### src/rtl/key_board_pkg.sv
// Shared definitions for the keypad front end: key-code width and defaults
// (common with the matrix scanner) and the entry controller state encoding.
package key_board_pkg;

  // Scanner key code width; codes 0..15.
  localparam int unsigned KEY_W = 4;

  // Default command key codes.
  localparam logic [KEY_W-1:0] DEF_KEY_BKSP  = 4'd13;
  localparam logic [KEY_W-1:0] DEF_KEY_CLEAR = 4'd14;
  localparam logic [KEY_W-1:0] DEF_KEY_ENTER = 4'd15;

  // Entry controller state encoding.
  typedef enum logic [1:0] {
    ST_IDLE  = 2'd0,
    ST_ENTRY = 2'd1,
    ST_HOLD  = 2'd2
  } state_e;

  // Codes 0..9 are decimal digits.
  function automatic logic is_digit(input logic [KEY_W-1:0] code);
    return code <= 4'd9;
  endfunction

endpackage

### src/rtl/key_entry_timer.sv
// Inactivity counter for the entry controller. Counts while en_i is high,
// returns to zero on clr_i or on expiry, and flags expire_o on the cycle the
// count reaches TIMEOUT_CYC-1.
module key_entry_timer #(
  parameter int unsigned TIMEOUT_CYC = 250_000_000
) (
  input  logic clk,
  input  logic rst,
  input  logic clr_i,
  input  logic en_i,
  output logic expire_o
);

  localparam int unsigned CNT_W = $clog2(TIMEOUT_CYC);
  localparam logic [CNT_W-1:0] LAST = CNT_W'(TIMEOUT_CYC - 1);

  logic [CNT_W-1:0] cnt_q;
  logic [CNT_W-1:0] cnt_d;

  assign expire_o = en_i && (cnt_q == LAST);

  // Next count: clearing has priority, expiry restarts from zero, so the
  // counter can never wrap.
  always_comb begin
    cnt_d = cnt_q;
    if (clr_i || expire_o) begin
      cnt_d = '0;
    end else if (en_i) begin
      cnt_d = cnt_q + 1'b1;
    end
  end

  // Count register.
  // NOTE: sequential state uses non-blocking assignments so every register
  // samples pre-edge values regardless of block ordering.
  always_ff @(posedge clk or negedge rst) begin
    if (!rst) begin
      cnt_q <= '0;
    end else begin
      cnt_q <= cnt_d;
    end
  end

endmodule

### src/rtl/key_entry_ctrl.sv
// Keypad entry sequencer: collects up to DIGITS decimal keys into a packed
// BCD value (newest digit in [3:0]), supports backspace/clear/enter, and
// holds the finished entry on a valid/ready handshake.
// Build option: define KEY_ENTRY_TIMEOUT_EN to enable the inactivity
// auto-abort in ENTRY; otherwise the timer is absent and timeout stays 0.
module key_entry_ctrl
  import key_board_pkg::*;
#(
  parameter int unsigned      DIGITS      = 4,
  parameter int unsigned      TIMEOUT_CYC = 250_000_000,
  parameter logic [KEY_W-1:0] KEY_BKSP    = DEF_KEY_BKSP,
  parameter logic [KEY_W-1:0] KEY_CLEAR   = DEF_KEY_CLEAR,
  parameter logic [KEY_W-1:0] KEY_ENTER   = DEF_KEY_ENTER
) (
  input  logic                  clk,
  input  logic                  rst,
  input  logic                  key_flag,
  input  logic [KEY_W-1:0]      key_value,
  input  logic                  entry_ready,
  output logic                  entry_valid,
  output logic [4*DIGITS-1:0]   entry_value,
  output logic [3:0]            entry_len,
  output logic                  busy,
  output logic                  err_ovf,
  output logic                  key_drop,
  output logic                  timeout
);

  localparam int unsigned VAL_W = 4 * DIGITS;
  localparam logic [3:0]  LEN_MAX = 4'(DIGITS);

  // Reject unsupported configurations at elaboration.
  if (DIGITS < 1 || DIGITS > 8 || TIMEOUT_CYC < 2) begin : g_param_check
    $error("key_entry_ctrl: DIGITS must be 1..8 and TIMEOUT_CYC at least 2");
  end

  state_e             state_q;
  logic [VAL_W-1:0]   value_q;
  logic [3:0]         len_q;
  logic               valid_q;
  logic               busy_q;
  logic               ovf_q;
  logic               drop_q;
  logic               timeout_q;
  logic               expire;

  logic key_digit;
  logic key_cmd;

  assign key_digit = is_digit(key_value);
  assign key_cmd   = (key_value == KEY_BKSP) || (key_value == KEY_CLEAR) ||
                     (key_value == KEY_ENTER);

`ifdef KEY_ENTRY_TIMEOUT_EN
  logic tmr_en;
  logic tmr_clr;

  // The timer runs only in ENTRY and restarts on any key seen there.
  assign tmr_en  = (state_q == ST_ENTRY);
  assign tmr_clr = key_flag || (state_q != ST_ENTRY);

  key_entry_timer #(
    .TIMEOUT_CYC (TIMEOUT_CYC)
  ) u_timer (
    .clk      (clk),
    .rst      (rst),
    .clr_i    (tmr_clr),
    .en_i     (tmr_en),
    .expire_o (expire)
  );
`else
  assign expire = 1'b0;
`endif

  // Entry FSM with registered outputs; pulses default low every cycle.
  always_ff @(posedge clk or negedge rst) begin
    if (!rst) begin
      state_q   <= ST_IDLE;
      value_q   <= '0;
      len_q     <= '0;
      valid_q   <= 1'b0;
      busy_q    <= 1'b0;
      ovf_q     <= 1'b0;
      drop_q    <= 1'b0;
      timeout_q <= 1'b0;
    end else begin
      ovf_q     <= 1'b0;
      drop_q    <= 1'b0;
      timeout_q <= 1'b0;
      unique case (state_q)
        ST_IDLE: begin
          if (key_flag && key_digit) begin
            value_q <= VAL_W'(key_value);
            len_q   <= 4'd1;
            busy_q  <= 1'b1;
            state_q <= ST_ENTRY;
          end
        end
        ST_ENTRY: begin
          // A key arriving on the expiry cycle takes priority over abort.
          if (key_flag) begin
            if (key_digit) begin
              if (len_q < LEN_MAX) begin
                value_q <= (value_q << 4) | VAL_W'(key_value);
                len_q   <= len_q + 4'd1;
              end else begin
                ovf_q   <= 1'b1;
              end
            end else if (key_value == KEY_BKSP) begin
              value_q <= value_q >> 4;
              len_q   <= len_q - 4'd1;
              if (len_q == 4'd1) begin
                busy_q  <= 1'b0;
                state_q <= ST_IDLE;
              end
            end else if (key_value == KEY_CLEAR) begin
              value_q <= '0;
              len_q   <= '0;
              busy_q  <= 1'b0;
              state_q <= ST_IDLE;
            end else if (key_value == KEY_ENTER) begin
              valid_q <= 1'b1;
              state_q <= ST_HOLD;
            end
          end else if (expire) begin
            value_q   <= '0;
            len_q     <= '0;
            busy_q    <= 1'b0;
            timeout_q <= 1'b1;
            state_q   <= ST_IDLE;
          end
        end
        ST_HOLD: begin
          // Keys cannot edit a held entry, including on the handshake cycle.
          if (key_flag && (key_digit || key_cmd)) begin
            drop_q <= 1'b1;
          end
          if (valid_q && entry_ready) begin
            valid_q <= 1'b0;
            value_q <= '0;
            len_q   <= '0;
            busy_q  <= 1'b0;
            state_q <= ST_IDLE;
          end
        end
        default: begin
          state_q <= ST_IDLE;
        end
      endcase
    end
  end

  assign entry_valid = valid_q;
  assign entry_value = value_q;
  assign entry_len   = len_q;
  assign busy        = busy_q;
  assign err_ovf     = ovf_q;
  assign key_drop    = drop_q;
  assign timeout     = timeout_q;

endmodule

### config.mk
export PLATFORM = sky130hd
export DESIGN_NAME = key_entry_ctrl
export DESIGN_NICKNAME = d
export VERILOG_FILES = /design/src/rtl/key_board_pkg.sv /design/src/rtl/key_entry_timer.sv /design/src/rtl/key_entry_ctrl.sv
export SDC_FILE = /design/constraint.sdc
export NUM_CORES = 1
export LEC_CHECK = 0
export BUFFER_PORTS_ARGS = -buffer_cell sky130_fd_sc_hd__buf_4
export CAP_MARGIN = 20
export CELL_PAD_IN_SITES_DETAIL_PLACEMENT = 1
export CELL_PAD_IN_SITES_GLOBAL_PLACEMENT = 1
export CORE_MARGIN = 5
export CORE_UTILIZATION = 41
export CTS_CLUSTER_DIAMETER = 50
export DETAILED_ROUTE_END_ITERATION = 16
export GPL_ROUTABILITY_DRIVEN = 0
export PLACE_DENSITY = 0.8
export SYNTH_ARGS = -nofsm -noshare
export SYNTH_HDL_FRONTEND = slang
export SYNTH_SLANG_ARGS = --single-unit
### constraint.sdc
create_clock -name clk -period 2.8 [get_ports clk]
set_input_delay 0.56 -clock clk [delete_from_list [all_inputs] [get_ports clk]]
set_output_delay 0.56 -clock clk [all_outputs]
set_load 0.01 [all_outputs]
## After elaboration in Yosys (flattened, before gate mapping)

Cells that the tools add are included.

- Bits in registers: 26
- Latch bits: 0
- Bits in writable memories: 0
- Bits in read-only memories: 0
- Output and inout bits: 25
- Word-level logic and storage cells: 88
- Memories: 0

- Add/subtract/negate cells: 2
- Multiply operators: 0
- Divide/modulo/power cells: 0
- Magnitude comparators: 2
- Equality and inequality tests: 18
- Shifts and indexed selects: 0
- Mux-type cells: 45
- Bitwise gates (word level): 1
- Reduce and logical (&&, ||, !) cells: 13

Operators by type and width:

| operator | count |
|---|---|
| $mux W16 | 7 |
| $pmux W16 S3 | 1 |
| $mux W4 | 7 |
| $mux W1 | 18 |
| $mux W2 | 8 |
| $or A16 B4 Y16 | 1 |
| $ne A2 B2 Y1 const B | 7 |
| $reduce_and A7 Y1 | 2 |
| $eq A4 B4 Y1 const B | 3 |
| $pmux W4 S3 | 1 |
| $reduce_and A6 Y1 | 2 |
| $ne A3 B3 Y1 const B | 3 |
| $ne A4 B4 Y1 const B | 2 |
| $pmux W2 S3 | 1 |
| $add A4 B1 Y4 const B | 1 |
| $eq A4 B1 Y1 const B | 1 |
| $le A4 B4 Y1 const B | 1 |
| $lt A4 B3 Y1 const B | 1 |
| $sub A4 B1 Y4 const B | 1 |
| $logic_and A1 B1 Y1 | 3 |
| $logic_or A1 B1 Y1 | 3 |
| $pmux W1 S3 | 1 |
| $reduce_bool A3 Y1 | 1 |
| $eq A2 B1 Y1 const B | 1 |
| 4 further kinds | 4 |

## Depth between registers and ports, before layout

- Depth in word-level cells: 7
- Depth in mapped cells: 9
- Gate-level depth less buffers: 7

## Least setup slack after synthesis

No wires, ideal clock.

- Path type: input-to-reg
- Start point: input key_value[1]
- End point: register value_q[0] (netlist: entry_value[0])
- Library setup time: 0.125 ns
- Data arrival time: 1.995 ns
- Required time: 2.675 ns
- Setup slack: 0.680 ns
- Cell stages on the path: 8
- Path buffers: 3
- Path through: buf_4 o21ai_2 nand2_1 a221o_1 buf_2 nor2_4 buf_6 mux2_2

- Longest elaborated chain between the ends: 5
- Elaborated cells between the ends (all ways): 12
- Classes of those cells: order compare: 1; eq/ne: 5; mux: 4; reduce/logical: 2

RTL lines:

| what | line | RTL |
|---|---|---|
| from (decl) | key_entry_ctrl.sv:18 | `input logic [KEY_W-1:0] key_value,` |
| branches (longest 5 deep; another with $le A4 B4 Y1) | n/a |  |
| to (signal assigned) | key_entry_ctrl.sv:93 | `value_q <= VAL_W'(key_value);` |
| to (signal assigned) | key_entry_ctrl.sv:104 | `value_q <= (value_q << 4) \| VAL_W'(key_value);` |
| to (signal assigned) | key_entry_ctrl.sv:110 | `value_q <= value_q >> 4;` |
| to (decl) | key_entry_ctrl.sv:38 | `logic [VAL_W-1:0] value_q;` |

Parallel ways; which one is timed is not known. The select of a mux whose other input is x is not followed.
A chain may end at the register's enable or synchronous reset.

## Final worst setup path

- Start point: register state_q[1]
- End point: register value_q[1] (netlist: entry_value[1])

- Longest elaborated chain between the ends: 3
- Elaborated cells between the ends (all ways): 11
- Classes of those cells: eq/ne: 7; mux: 1; reduce/logical: 3

RTL lines:

| what | line | RTL |
|---|---|---|
| from (decl) | key_entry_ctrl.sv:37 | `state_e state_q;` |
| from (signal assigned) | key_entry_ctrl.sv:78 | `state_q <= ST_IDLE;` |
| from (signal assigned) | key_entry_ctrl.sv:96 | `state_q <= ST_ENTRY;` |
| from (signal assigned) | key_entry_ctrl.sv:114 | `state_q <= ST_IDLE;` |
| $eq A2 B1 Y1 (tied with other cells) | key_entry_ctrl.sv:90 | `unique case (state_q)` |
| $ne A4 B4 Y1 (no source line) (tied with other cells) | n/a |  |
| $reduce_and A6 Y1 (no source line) | n/a |  |

Several ways; a longest one is shown, not always the timed one.

==> results by group <==
Floorplan
  – Die Area: roughly 5300 um2
  – Io pins: 33
  – Die Height: 72.7 um
  – Initial core utilization: 0.430
  – Core area: 3740 um2
  – Die W: roughly 73 um
  – Row count: 22

Cells and area
  – Nets: 216
  – P&R area growth vs syn: 20.0%
  – Share of post-route cells with drive strength above 1: 0.274
  – Util after Layout: 0.516
  – Antenna Cells: 0

Placement
  – Pre-CTS worst setup slack: a little under 0.3 ns
  – Dpl hpwl: 3360 um
  – Port Buffers: 31

Global routing
  – First-pass GRT wire length: 7690 um
  – GRT Overall Usage: 0.184
  – Initial antenna violation count: 0
  – Largest net degree at the start of global routing: 27
  – Overflow after GRT: 0
  – Vias in the first global route: 1534

Worst hold path
  – HP Class: in -> async

Clocking
  – CTS buffer count: 3
  – TritonCTS clock tree: yes
  – Worst skew pair latency: 0.28 ns
  – Hold_buf cts: 0
  – Post-CTS Setup Repair Bufs: 0
  – CTS max path bufs: 2
  – Root buffer cell: clkbuf_8
  – Post-CTS Resized: 0
  – Max H-tree Level: 1
  – CTS sink count: 26
  – Clock transition at path regs: 0.10 ns

Timing
  – Max Clock Freq: between 0.3 and 0.4 GHz
  – Final Critical Period: 2.54 ns
  – Layout Skew: approximately 0.010 ns
  – Total Neg Setup Slack: 0 ns
  – RSZ-0062 raised after global routing: no
  – Post-route setup slack: 0.258 ns
  – Final hold vios: 0
  – Period utilization: 0.908
  – Final setup fails: 0
  – Pins Over Slew Limit: 0
  – WHS: ~0.17 ns

Synthesis
  – Post-synth ARST share: 1.00
  – Warnings, synthesis: 0
  – Yosys reg bits: 26
  – Main synth FF type: dfrtp_1
  – EDFF count, synth: 0
  – Share of the yosys chip area belonging to registers: 0.404
  – Post-Synthesis Cells: 175
  – Synth Net Count: 189
  – Syn_area_per_cell: 9.20 um2
  – Synth Cell Area: 1610 um2
  – Post-synthesis cell type count: 43

Pwr
  – Pwr dens: 975 nW/um2
  – Peak VDD IR: 0.499 mV
  – Pwr Total: 0.00188 W
  – LEAKAGE: 0.888 nW
  – Comb power frac: 0.536
  – Reg power frac: 0.293
  – P_sw: 0.000804 W
  – Internal power: 0.00108 W
  – Net Sw Frac: 0.427
  – Clk pwr share: 0.171

Route
  – Drc violations: 0
  – 1st-iter DRT viols: between 90 and 100
  – Vias per std cell: just under 6
  – Per-cell routed wire length: 18.5 um
  – Router iterations before antenna repair: 6
  – Routed wire length: 4610 um
  – ANT nets after route: 0
  – Via count: 1482

Status
  – Status: finished, final reports clean

Worst setup path
  – Path length in cells of the critical path: 6
  – Critical Path RT: around 3.0 ns
  – CP startpoint: state_q[1]
  – Buf+Inv Stages, Crit Path: 1
  – Worst path arrival time: 2.72 ns
  – Largest stage delay, worst path: 0.52 ns
  – Crit. End Element: flop
  – Worst reg2reg startpoint: state_q[1]
  – Max FO, Critical Path: 15
  – CP Class: reg -> reg
  – CP delay by family, top: simple AND/OR/NAND/NOR gates
  – CP cell instances: inv_1 -> ha_1 -> nor3_1 -> a311o_2 -> nor2_4 -> mux2_2
  – Worst R2R Setup Slack: about 0.26 ns
  – Crit path launch type: flop
  – Reg2Reg Depth: 6
  – Critical Path Slowest Stage Cell: a311o_2

Run
  – Max-Cap Viols: 0
-- final timing paths --
path | end
worst max register to register | entry_value[1]
max in group asynchronous | entry_valid
worst max-delay path | entry_value[1]
worst min-delay path | entry_value[10]
worst min register to register | busy
min in group clk | busy
-- layout by cell type (no fill, tap or decap), drive strengths merged, types with 3 or more instances in the layout --
cell type | netlist | layout
a22o | 4 | 4
buf | 7 | 35
mux2 | 13 | 13
mux2i | 3 | 3
dfrtp | 26 | 26
a21oi | 11 | 11
clkbuf | 6 | 3
nor2 | 4 | 4
o31ai | 5 | 5
ha | 6 | 6
o21ai | 14 | 14
nand2 | 31 | 31
o41ai | 3 | 3
inv | 8 | 8
nor3 | 3 | 3
nand3 | 6 | 6
-- cell usage after synthesis, types with 3 or more instances --
master    instances  area [um2]
mux2_2           12         135
dfrtp_1          26         651
ha_1              6        75.1
nand2_1          31         116
o41ai_1           3        26.3
mux2i_1           3        30.0
clkbuf_1          6        22.5
nor2_1            3        11.3
nand3_1           6        30.0
inv_1             8        30.0
a21oi_1          11        55.1
o31ai_1           5        37.5
o21ai_0          13        65.1
buf_4             3        22.5
nor3_1            3        15.0
a22o_1            4        35.0
buf_2             3        15.0
-- per-stage QoR --
step | cells | area (um2)
after floorplan | 175 | 1610
after global placement | 245 | 1860
after detailed placement | 245 | 1860
after CTS | 249 | 1930
after global routing | 249 | 1930
final | 249 | 1930
-- per-layer routing --
metal,wire length [um],global-route usage
met3,185,0.0248
met4,63,0.0553
met2,2310,0.315
met1,2050,0.241
met5,0,0
-- state kept, by name, indices dropped and copies added (netlist names) --
register / count
state_q: 2
entry_value: 16
err_ovf: 1
key_drop: 1
busy: 1
entry_len: 4
entry_valid: 1
-- cell type report --
| class | count | area (um2) |
|---|---|---|
| Fill cell | 461 | 1810 |
| Multi-Input combinational cell | 128 | 858 |
| Timing Repair Buffer | 35 | 263 |
| Tap cell | 48 | 60.1 |
| Sequential cell | 26 | 651 |
| Clock inverter | 1 | 30.0 |
| Clock buffer | 3 | 41.3 |
| Inverter | 8 | 30.0 |
-- power groups by stage --
stage                     combinational [W]  sequential (W)  clock, W
after floorplan                    0.000689        0.000570         0
after global placement             0.000969        0.000548         0
after detailed placement            0.00100        0.000559         0
after CTS                           0.00101        0.000552  0.000323
after global routing                0.00111        0.000565  0.000336
final                               0.00101        0.000551  0.000322
-- worst reg2reg max path, cell delays in order (launching register included) --
cell	delay (ns)
dfrtp_1	0.40
inv_1	0.09
ha_1	0.45
nor3_1	0.20
a311o_2	0.52
nor2_4	0.39
mux2_2	0.39
-- kinds of logic after synthesis --
logic type               after synthesis  share of synthesized area
AND/OR/NAND/NOR                       53                      0.153
AO/OA/AOI/OAI                         51                      0.216
flip-flops                            26                      0.404
buffers and inverters                 21                     0.0629
multiplexers                          16                      0.110
adder cells (fa/ha/maj)                6                     0.0466
other                                  1                    0.00233
XOR/XNOR                               1                    0.00544
Power figures use the tool's default switching activity.
